<file path="src/rtl/prio_pkg.sv">
// Shared constants and helpers for the prio_enc_rr family.
// Contents:
//   clog2      - constant ceil(log2(v)), never less than 1
//   MODE_FIXED - mode input value selecting fixed priority
//   MODE_RR    - mode input value selecting round-robin
package prio_pkg;

  localparam logic MODE_FIXED = 1'b0;
  localparam logic MODE_RR    = 1'b1;

  // Index width for a vector of v entries; a 1-bit index is the minimum.
  function automatic int unsigned clog2(input int unsigned v);
    int unsigned r;
    r = 0;
    for (int unsigned x = v - 1; x > 0; x = x >> 1) begin
      r = r + 1;
    end
    return (r == 0) ? 1 : r;
  endfunction

endpackage

</file>
<file path="src/rtl/prio_enc_fixed.sv">
// Combinational fixed-priority encoder: the highest set bit wins.
// Ports:
//   req     [N-1:0]  request vector
//   idx_c   [W-1:0]  index of the highest set bit (0 when no bit is set)
//   hit_c            at least one bit set
//   multi_c          more than one bit set
module prio_enc_fixed
  import prio_pkg::*;
#(
  parameter int unsigned N = 8
) (
  input  logic [N-1:0]          req,
  output logic [clog2(N)-1:0]   idx_c,
  output logic                  hit_c,
  output logic                  multi_c
);

  localparam int unsigned W = clog2(N);

  // Ascending scan, so the last (highest) set bit overwrites earlier ones.
  always_comb begin
    idx_c = '0;
    hit_c = 1'b0;
    for (int i = 0; i < N; i++) begin
      if (req[i]) begin
        idx_c = W'(i);
        hit_c = 1'b1;
      end
    end
  end

  // Clearing the lowest set bit leaves something only if two or more were set.
  assign multi_c = |(req & (req - N'(1)));

endmodule

</file>
<file path="src/rtl/prio_enc_rr.sv">
// Registered priority encoder with selectable fixed / round-robin arbitration.
// Ports:
//   clk         clock, rising edge
//   rst         asynchronous active-high reset
//   mode        0 = fixed priority, 1 = round-robin
//   req [N-1:0] request vector, sampled on capture edges
//   out_ready   downstream accepts the current output
//   out_valid   output register holds a grant
//   out_idx     granted index (W = clog2(N) bits)
//   out_onehot  one-hot form of out_idx, zero when out_valid = 0
//   out_multi   more than one request bit was set at capture
module prio_enc_rr
  import prio_pkg::*;
#(
  parameter int unsigned N = 8
) (
  input  logic                  clk,
  input  logic                  rst,
  input  logic                  mode,
  input  logic [N-1:0]          req,
  input  logic                  out_ready,
  output logic                  out_valid,
  output logic [clog2(N)-1:0]   out_idx,
  output logic [N-1:0]          out_onehot,
  output logic                  out_multi
);

  localparam int unsigned W  = clog2(N);
  localparam int unsigned WX = W + 1;
  localparam logic [WX-1:0] N_EXT = WX'(N);

  logic [W-1:0] ptr;
  logic [W-1:0] eff_ptr;
  logic [N-1:0] rot;
  logic [W-1:0] rot_idx;
  logic [W-1:0] sel_idx;
  logic         hit;
  logic         multi;
  logic         capture;

  // (a + b) mod N for a, b < N; one conditional subtract is enough.
  function automatic logic [W-1:0] add_mod(input logic [W-1:0] a, input logic [W-1:0] b);
    logic [WX-1:0] s;
    s = {1'b0, a} + {1'b0, b};
    if (s >= N_EXT) s = s - N_EXT;
    return s[W-1:0];
  endfunction

  // Fixed mode is round-robin with the pointer forced to zero.
  assign eff_ptr = (mode == MODE_RR) ? ptr : '0;

  // Rotate so the request just below the last winner lands at the top bit.
  always_comb begin
    rot = '0;
    for (int i = 0; i < N; i++) begin
      rot[i] = req[add_mod(W'(i), eff_ptr)];
    end
  end

  prio_enc_fixed #(.N(N)) u_fixed (
    .req     (rot),
    .idx_c   (rot_idx),
    .hit_c   (hit),
    .multi_c (multi)
  );

  assign sel_idx = add_mod(rot_idx, eff_ptr);
  assign capture = !out_valid || out_ready;

  // Output registers and pointer; everything holds under backpressure.
  always_ff @(posedge clk or posedge rst) begin
    if (rst) begin
      out_valid  <= 1'b0;
      out_idx    <= '0;
      out_onehot <= '0;
      out_multi  <= 1'b0;
      ptr        <= '0;
    end else if (capture) begin
      if (hit) begin
        out_valid  <= 1'b1;
        out_idx    <= sel_idx;
        out_onehot <= N'(1) << sel_idx;
        out_multi  <= multi;
        if (mode == MODE_RR) ptr <= sel_idx;
      end else begin
        out_valid  <= 1'b0;
        out_idx    <= '0;
        out_onehot <= '0;
        out_multi  <= 1'b0;
      end
    end
  end

endmodule

</file>
<file path="config.mk">
export PLATFORM = sky130hd
export DESIGN_NAME = prio_enc_rr
export DESIGN_NICKNAME = d
export VERILOG_FILES = /design/src/rtl/prio_pkg.sv /design/src/rtl/prio_enc_fixed.sv /design/src/rtl/prio_enc_rr.sv
export SDC_FILE = /design/constraint.sdc
export NUM_CORES = 1
export LEC_CHECK = 0
export CAP_MARGIN = 20
export CORE_ASPECT_RATIO = 1.4
export CORE_MARGIN = 1.5
export CORE_UTILIZATION = 51
export CTS_BUF_LIST = sky130_fd_sc_hd__clkbuf_8
export DETAILED_ROUTE_END_ITERATION = 10
export PLACE_DENSITY_LB_ADDON = 0.3
export SETUP_SLACK_MARGIN = 0.05
export SLEW_MARGIN = 20
export SYNTH_ARGS = -nofsm -noshare
export SYNTH_HDL_FRONTEND = slang
export SYNTH_SLANG_ARGS = --single-unit
</file>
<file path="constraint.sdc">
create_clock -name clk -period 4.2 [get_ports clk]
set_input_delay 0.42 -clock clk [delete_from_list [all_inputs] [get_ports clk]]
set_output_delay 0.42 -clock clk [all_outputs]
set_load 0.05 [all_outputs]
</file>
[Word level (Yosys, flattened, before mapping)]
Index checks and enable logic that the tools add are counted.
Storage, ports and cells
  bits in latches: 0
  logic and storage cells: 91
  memory bits (read-only): 0
  bits in registers: 16
  output and inout bits: 13
  memories kept: 0
  RAM bits: 0
  input bits: 12
Cells by class
  eq/ne operators: 0
  bitwise gates (word level): 1
  reduce and logical (&&, ||, !) cells: 4
  multiply operators: 0
  shift operators: 1
  div/mod/pow operators: 0
  magnitude comparators: 17
  muxes and demuxes: 45
  add/subtract/negate cells: 18
Operators by type and width (number)
  two-way mux 3 bit: 15
  >= comparator 4 bit (second input constant): 8
  less-than comparator 3 x 4 -> 1 bit (second input constant): 8
  subtractor 3 x 1 -> 3 bit (second input constant): 9
  binary-select mux 1 bit (select 3 bit): 8
  two-way mux 1 bit: 19
  adder 3 x 3 -> 4 bit (first input constant): 4
  adder 2 x 3 -> 4 bit (first input constant): 2
  bitwise AND 8 bit: 1
  two-way mux 8 bit: 1
  OR reduction 8 bit: 1
  << shifter 1 x 3 -> 8 bit (first input constant): 1
  subtractor 8 x 1 -> 8 bit (second input constant): 1
  adder 1 x 3 -> 4 bit (first input constant): 1
  adder 3 x 3 -> 4 bit: 1
  >= comparator 3 x 4 -> 1 bit (second input constant): 1
  two-way mux 2 bit: 2
  AND reduction 3 bit: 1
  logical NOT 1 bit: 1
  logical OR 1 bit: 1

[Depth between registers and ports, before layout]
Gate-level depths: netlist (run 1).
  depth after elaboration: 18
  mapped depth: 14
  depth with buffers taken out: 12

[Cells and area by module]
A second synthesis (run 1) with hierarchy kept.
Second synthesis, totals
  cell total of the unflattened synthesis: 107
  area, all modules: 1193.6 µm²
Modules (own cells, without submodules)
  prio_enc_rr: instances 1, sequential area each 400.4 µm², cells an instance 86, area an instance 1066.0 µm²
  prio_enc_fixed: instances 1, sequential area each 0.0 µm², cells an instance 21, area an instance 127.6 µm²

[Least setup slack after synthesis (run 1)]
No wires, ideal clock.
  kind: in2reg
  start: in mode
  end: reg out_onehot[3]
  slack: 0.507 ns
  library setup time: 0.076 ns
  stages: 14
  buffers on the path: 2
  required time: 4.124 ns
  arrival time: 3.616 ns
  cell sequence: buf_6 > nand2_8 > buf_12 > ha_1 > xnor2_2 > mux4_2 > a21boi_0 > o211ai_2 > nand3_1 > fa_1 > xor2_1 > or3b_1 > a211o_1 > o21ai_1
On the way
  longest elaborated chain between the ends: 18
  elaborated cells on any way between the ends: 69
  classes of those cells: add/sub (17); order compare (9); shift (1); mux (42)
RTL lines
  from (decl): RTL line prio_enc_rr.sv:19  | input logic mode,
  two-way mux 3 bit (*): RTL line prio_enc_rr.sv:50  | assign eff_ptr = (mode == MODE_RR) ? ptr : '0;
  adder 1 x 3 -> 4 bit: RTL line prio_enc_rr.sv:44  | s = {1'b0, a} + {1'b0, b};
  >= comparator 4 bit or subtractor 3 x 1 -> 3 bit (tied branches): RTL line prio_enc_rr.sv:45  | if (s >= N_EXT) s = s - N_EXT;
  two-way mux 3 bit: RTL line prio_enc_rr.sv:45
  binary-select mux 1 bit (select 3 bit): RTL line prio_enc_rr.sv:56  | rot[i] = req[add_mod(W'(i), eff_ptr)];
  two-way mux 1 bit (implied by the code): RTL line prio_enc_rr.sv:56
  two-way mux 1 bit: RTL line prio_enc_fixed.sv:25  | if (req[i]) begin
  two-way mux 2 bit (2 in series): RTL line prio_enc_fixed.sv:25
  two-way mux 3 bit (4 in series): RTL line prio_enc_fixed.sv:25
  adder 3 x 3 -> 4 bit: RTL line prio_enc_rr.sv:44
  >= comparator 4 bit or subtractor 3 x 1 -> 3 bit (tied branches): RTL line prio_enc_rr.sv:45
  two-way mux 3 bit: RTL line prio_enc_rr.sv:45
  << shifter 1 x 3 -> 8 bit: RTL line prio_enc_rr.sv:82  | out_onehot <= N'(1) << sel_idx;
  two-way mux 8 bit (*): RTL line prio_enc_rr.sv:79  | if (hit) begin
  to (signal assigned): RTL line prio_enc_rr.sv:82
  to (decl): RTL line prio_enc_rr.sv:24  | output logic [N-1:0] out_onehot,
Mark *: on every way between the ends. The rest lies on a longest branch, timed or not. The select of a mux whose other input is x is not followed.
A chain may end at the register's enable or synchronous reset.

[Worst setup path after layout (run 1)]
  start: in mode
  end: reg out_onehot[2]
The elaborated chain is that of the path after synthesis.

==> results_dict.tcl, run 1 <==
set metrics [dict create \
    run_status "finished, final reports clean" \
    ys_seq_area_share_pct 29.1 \
    multiInputGateArea_sq_um 920 \
    period_needed_ns 3.89 \
    cts_root_buf "clkbuf_8" \
    start_util_pct 53.2 \
    fin_crit_sh_pct 92.6 \
    cp.required_ns 4.38 \
    grt_use_met2_pct 43.3 \
    max_freq_mhz 257 \
    dr.pass1.iters 4 \
    reg2regPathDepth 12 \
    worst_ep_arrival_time_ns 4.07 \
    insertion_delay_ns 0.25 \
    dieHeight_microns 64.5 \
    cts.htree.levels 1 \
    tightest_slew_ns 1.04 \
    synth_top_cell_area_share_pct 29.1 \
    avgSynthCellArea_sq_um 11.3 \
    cts-resized-gates 0 \
    fin_nets 163 \
    grt_overflow 0 \
    grt_pass1_wl_microns 5130 \
    drtIter0Drc 14 \
    reg2reg_slack_ns 0.53 \
    critPathKind "input pin to flip-flop" \
    wl_microns 2860 \
    hold_buffers 0 \
    hold_depth 2 \
    grt_max_degree 17 \
    via_count 1095 \
    yosys-top-cells-area "dfrtp_1 (29%), mux4_1 (9.5%), mux4_2 (8.2%)" \
    io_pins 25 \
    cts_tree "built" \
    busiest_layer "met2" \
    setup_viol 0 \
    final_cell_area_sq_um 1700 \
    via_per_inst 5.95 \
    hpwl_microns 2440 \
    maxCapViolations 0 \
    synth_edf_count 0 \
    diodes 0 \
    hold_end "out_onehot[6]$_DFFE_PP0P_" \
    holdCritStartpoint "out_onehot[6]$_DFFE_PP0P_" \
    slew_headroom_pct 30.7 \
    fill_cells 239 \
    grt_util_met1_pct 24.8 \
    hold_viol_final 0 \
    placedCellCount 180 \
    antenna_found_initial 0 \
    syn_nets 136 \
    yosys-top-cells-count "nand2_1 (18), dfrtp_1 (16), mux2i_1 (9), mux2_2 (6)" \
    synth_top_area_cell "dfrtp_1" \
    drv_slew 0 \
    ys.flop_type "dfrtp_1" \
    ys_seq_elements 16 \
    async_flop_share_pct 100 \
    post_drt_wl_per_cell_microns 15.5 \
    core_area_sq_um 2590 \
    rsz0062_at_grt "false" \
    r2r-end "out_onehot[2]$_DFFE_PP0P_" \
    rows 22 \
    cts_buffers 3 \
    drive_gt1_share_pct 20.9 \
    synth_area_sq_um 1380 \
    ir_drop_mv 0.440 \
    drc 0 \
    clkSinkCount 16 \
    gr-usage-met3_pct 1.67 \
    die_area_sq_um 3030 \
    fin_skew_ns 0.000818 \
    grt_pass1_vias 1151 \
    finalSetupTns_ns 0 \
    post_cts_buffers 0 \
    r2r-start "ptr[0]$_DFFE_PP0P_" \
    drtAntennaViolNets 0 \
    power_density_nw_per_um2 796 \
    seq_area_sq_um 400 \
    grt_use_total_pct 23.1 \
    die_w_microns 46.9 \
    synth_cells 122 \
    p_leak_nw 0.713 \
    synth.distinct_cells 43 \
    path_clk_slew_ns 0.06 \
    yosysWarnings 0 \
    fin_cells 184 \
    gp_congestion 0.840 \
    areaGrowthSynthToFinish_pct 23.3 \
    placed_cell_area_sq_um 1640 \
    io_buffers 24 \
    clk_path_buf_depth 2 \
    endpoint_kind "flip-flop" \
    cp_max_fo 6 \
    yosys.cell_count.top_type "nand2_1" \
    hold_path.class "flip-flop to flip-flop" \
    crit_path_start_kind "input pin" \
]
## cell usage in the layout (no fill, tap or decap), types with 3 or more instances in the layout
master and count:
mux4_1 5, nand2_1 18, clkbuf_8 4, dfrtp_1 16
mux2_2 6, mux2i_1 9, clkdlybuf4s50_1 24, buf_4 4
a22o_1 5, xor2_1 3, o21ai_0 5, nor2_1 3
mux4_2 5, a21oi_1 4
## through the flow
step | util (%) | power, mW | setup slack [ns] | hold WS [ns]
global route | 65.6 | 1.46 | 0.0618 | 0.519
floorplan | - | 0.997 | 0.507 | 0.334
global placement | 63.2 | 1.18 | 0.146 | 0.464
detailed placement | 63.2 | 1.21 | 0.0408 | 0.478
CTS | 65.3 | 1.35 | 0.289 | 0.491
finish | 65.6 | 1.35 | 0.311 | 0.484
## cell type report
cell class	instances	share of cell area, %
repair buffers	28	15.9
flip-flops and latches	16	23.6
well taps	36	2.65
multi-input cells	98	54.2
inverters	2	0.442
clock buffers	4	3.24
## layer usage
layer / vias to the layer above / wire length [microns]
met3: 9 / 43
met1: 545 / 983
li1: 518 / -
met2: 23 / 1740
met4: 0 / 91
met5: - / 0
## flip-flops by register name, summed over array words and instances (netlist names)
| name | count |
|---|---|
| out_onehot | 8 |
| out_multi | 1 |
| out_idx | 3 |
| ptr | 3 |
| out_valid | 1 |
## report_power, final
part	switching (mW)	total [mW]	internal, mW
combinational	0.541	0.946	0.405
clock	0.0532	0.137	0.0833
sequential	0.0551	0.269	0.214
## worst max-delay path, stage by stage
cell             delay (ns)
clkdlybuf4s50_1        0.61
nand2_1                0.09
ha_1                   0.22
xnor2_2                0.21
mux4_2                 0.58
a21boi_0               0.16
o211ai_2               0.16
nand3_1                0.11
fa_1                   0.43
xor2_2                 0.22
or3b_1                 0.39
a211o_1                0.32
o21ai_1                0.13
## how the worst max path moves through the flow
stage               from                         to  slack, ns  depth (start not counted)
finish              mode  out_onehot[2]$_DFFE_PP0P_       0.31                         13
global route        mode  out_onehot[6]$_DFFE_PP0P_       0.06                         13
floorplan           mode  out_onehot[3]$_DFFE_PP0P_       0.51                         14
global placement    mode  out_onehot[3]$_DFFE_PP0P_       0.15                         13
detailed placement  mode  out_onehot[7]$_DFFE_PP0P_       0.04                         13
CTS                 mode  out_onehot[7]$_DFFE_PP0P_       0.29                         13
## kinds of logic (layout without fill, tap and decap cells)
family | count (synthesis) | count (layout) | synth area share (%)
AND/OR/NAND/NOR | 38 | 38 | 16.0
multiplexers | 26 | 26 | 30.2
AO/OA/AOI/OAI | 25 | 25 | 12.7
flip-flops | 16 | 16 | 29.1
buffers and inverters | 8 | 34 | 4.72
XOR/XNOR | 7 | 7 | 5.00
adder cells (fa/ha/maj) | 2 | 2 | 2.36
Note: power is estimated with default switching activity, not from simulation.
==> run 2, diff against run 1 <==
Settings changed: TNS_END_PERCENT set to 1.
==> results of run 2 <==
Same layout as run 1: the final DEF is identical, and so are final timing and power.
==> run 3, diff against run 2 <==
Settings changed: SKIP_LAST_GASP set to 1, TNS_END_PERCENT 1 to 5.
==> results of run 3 <==
Same layout as run 1: the final DEF is identical, and so are final timing and power.
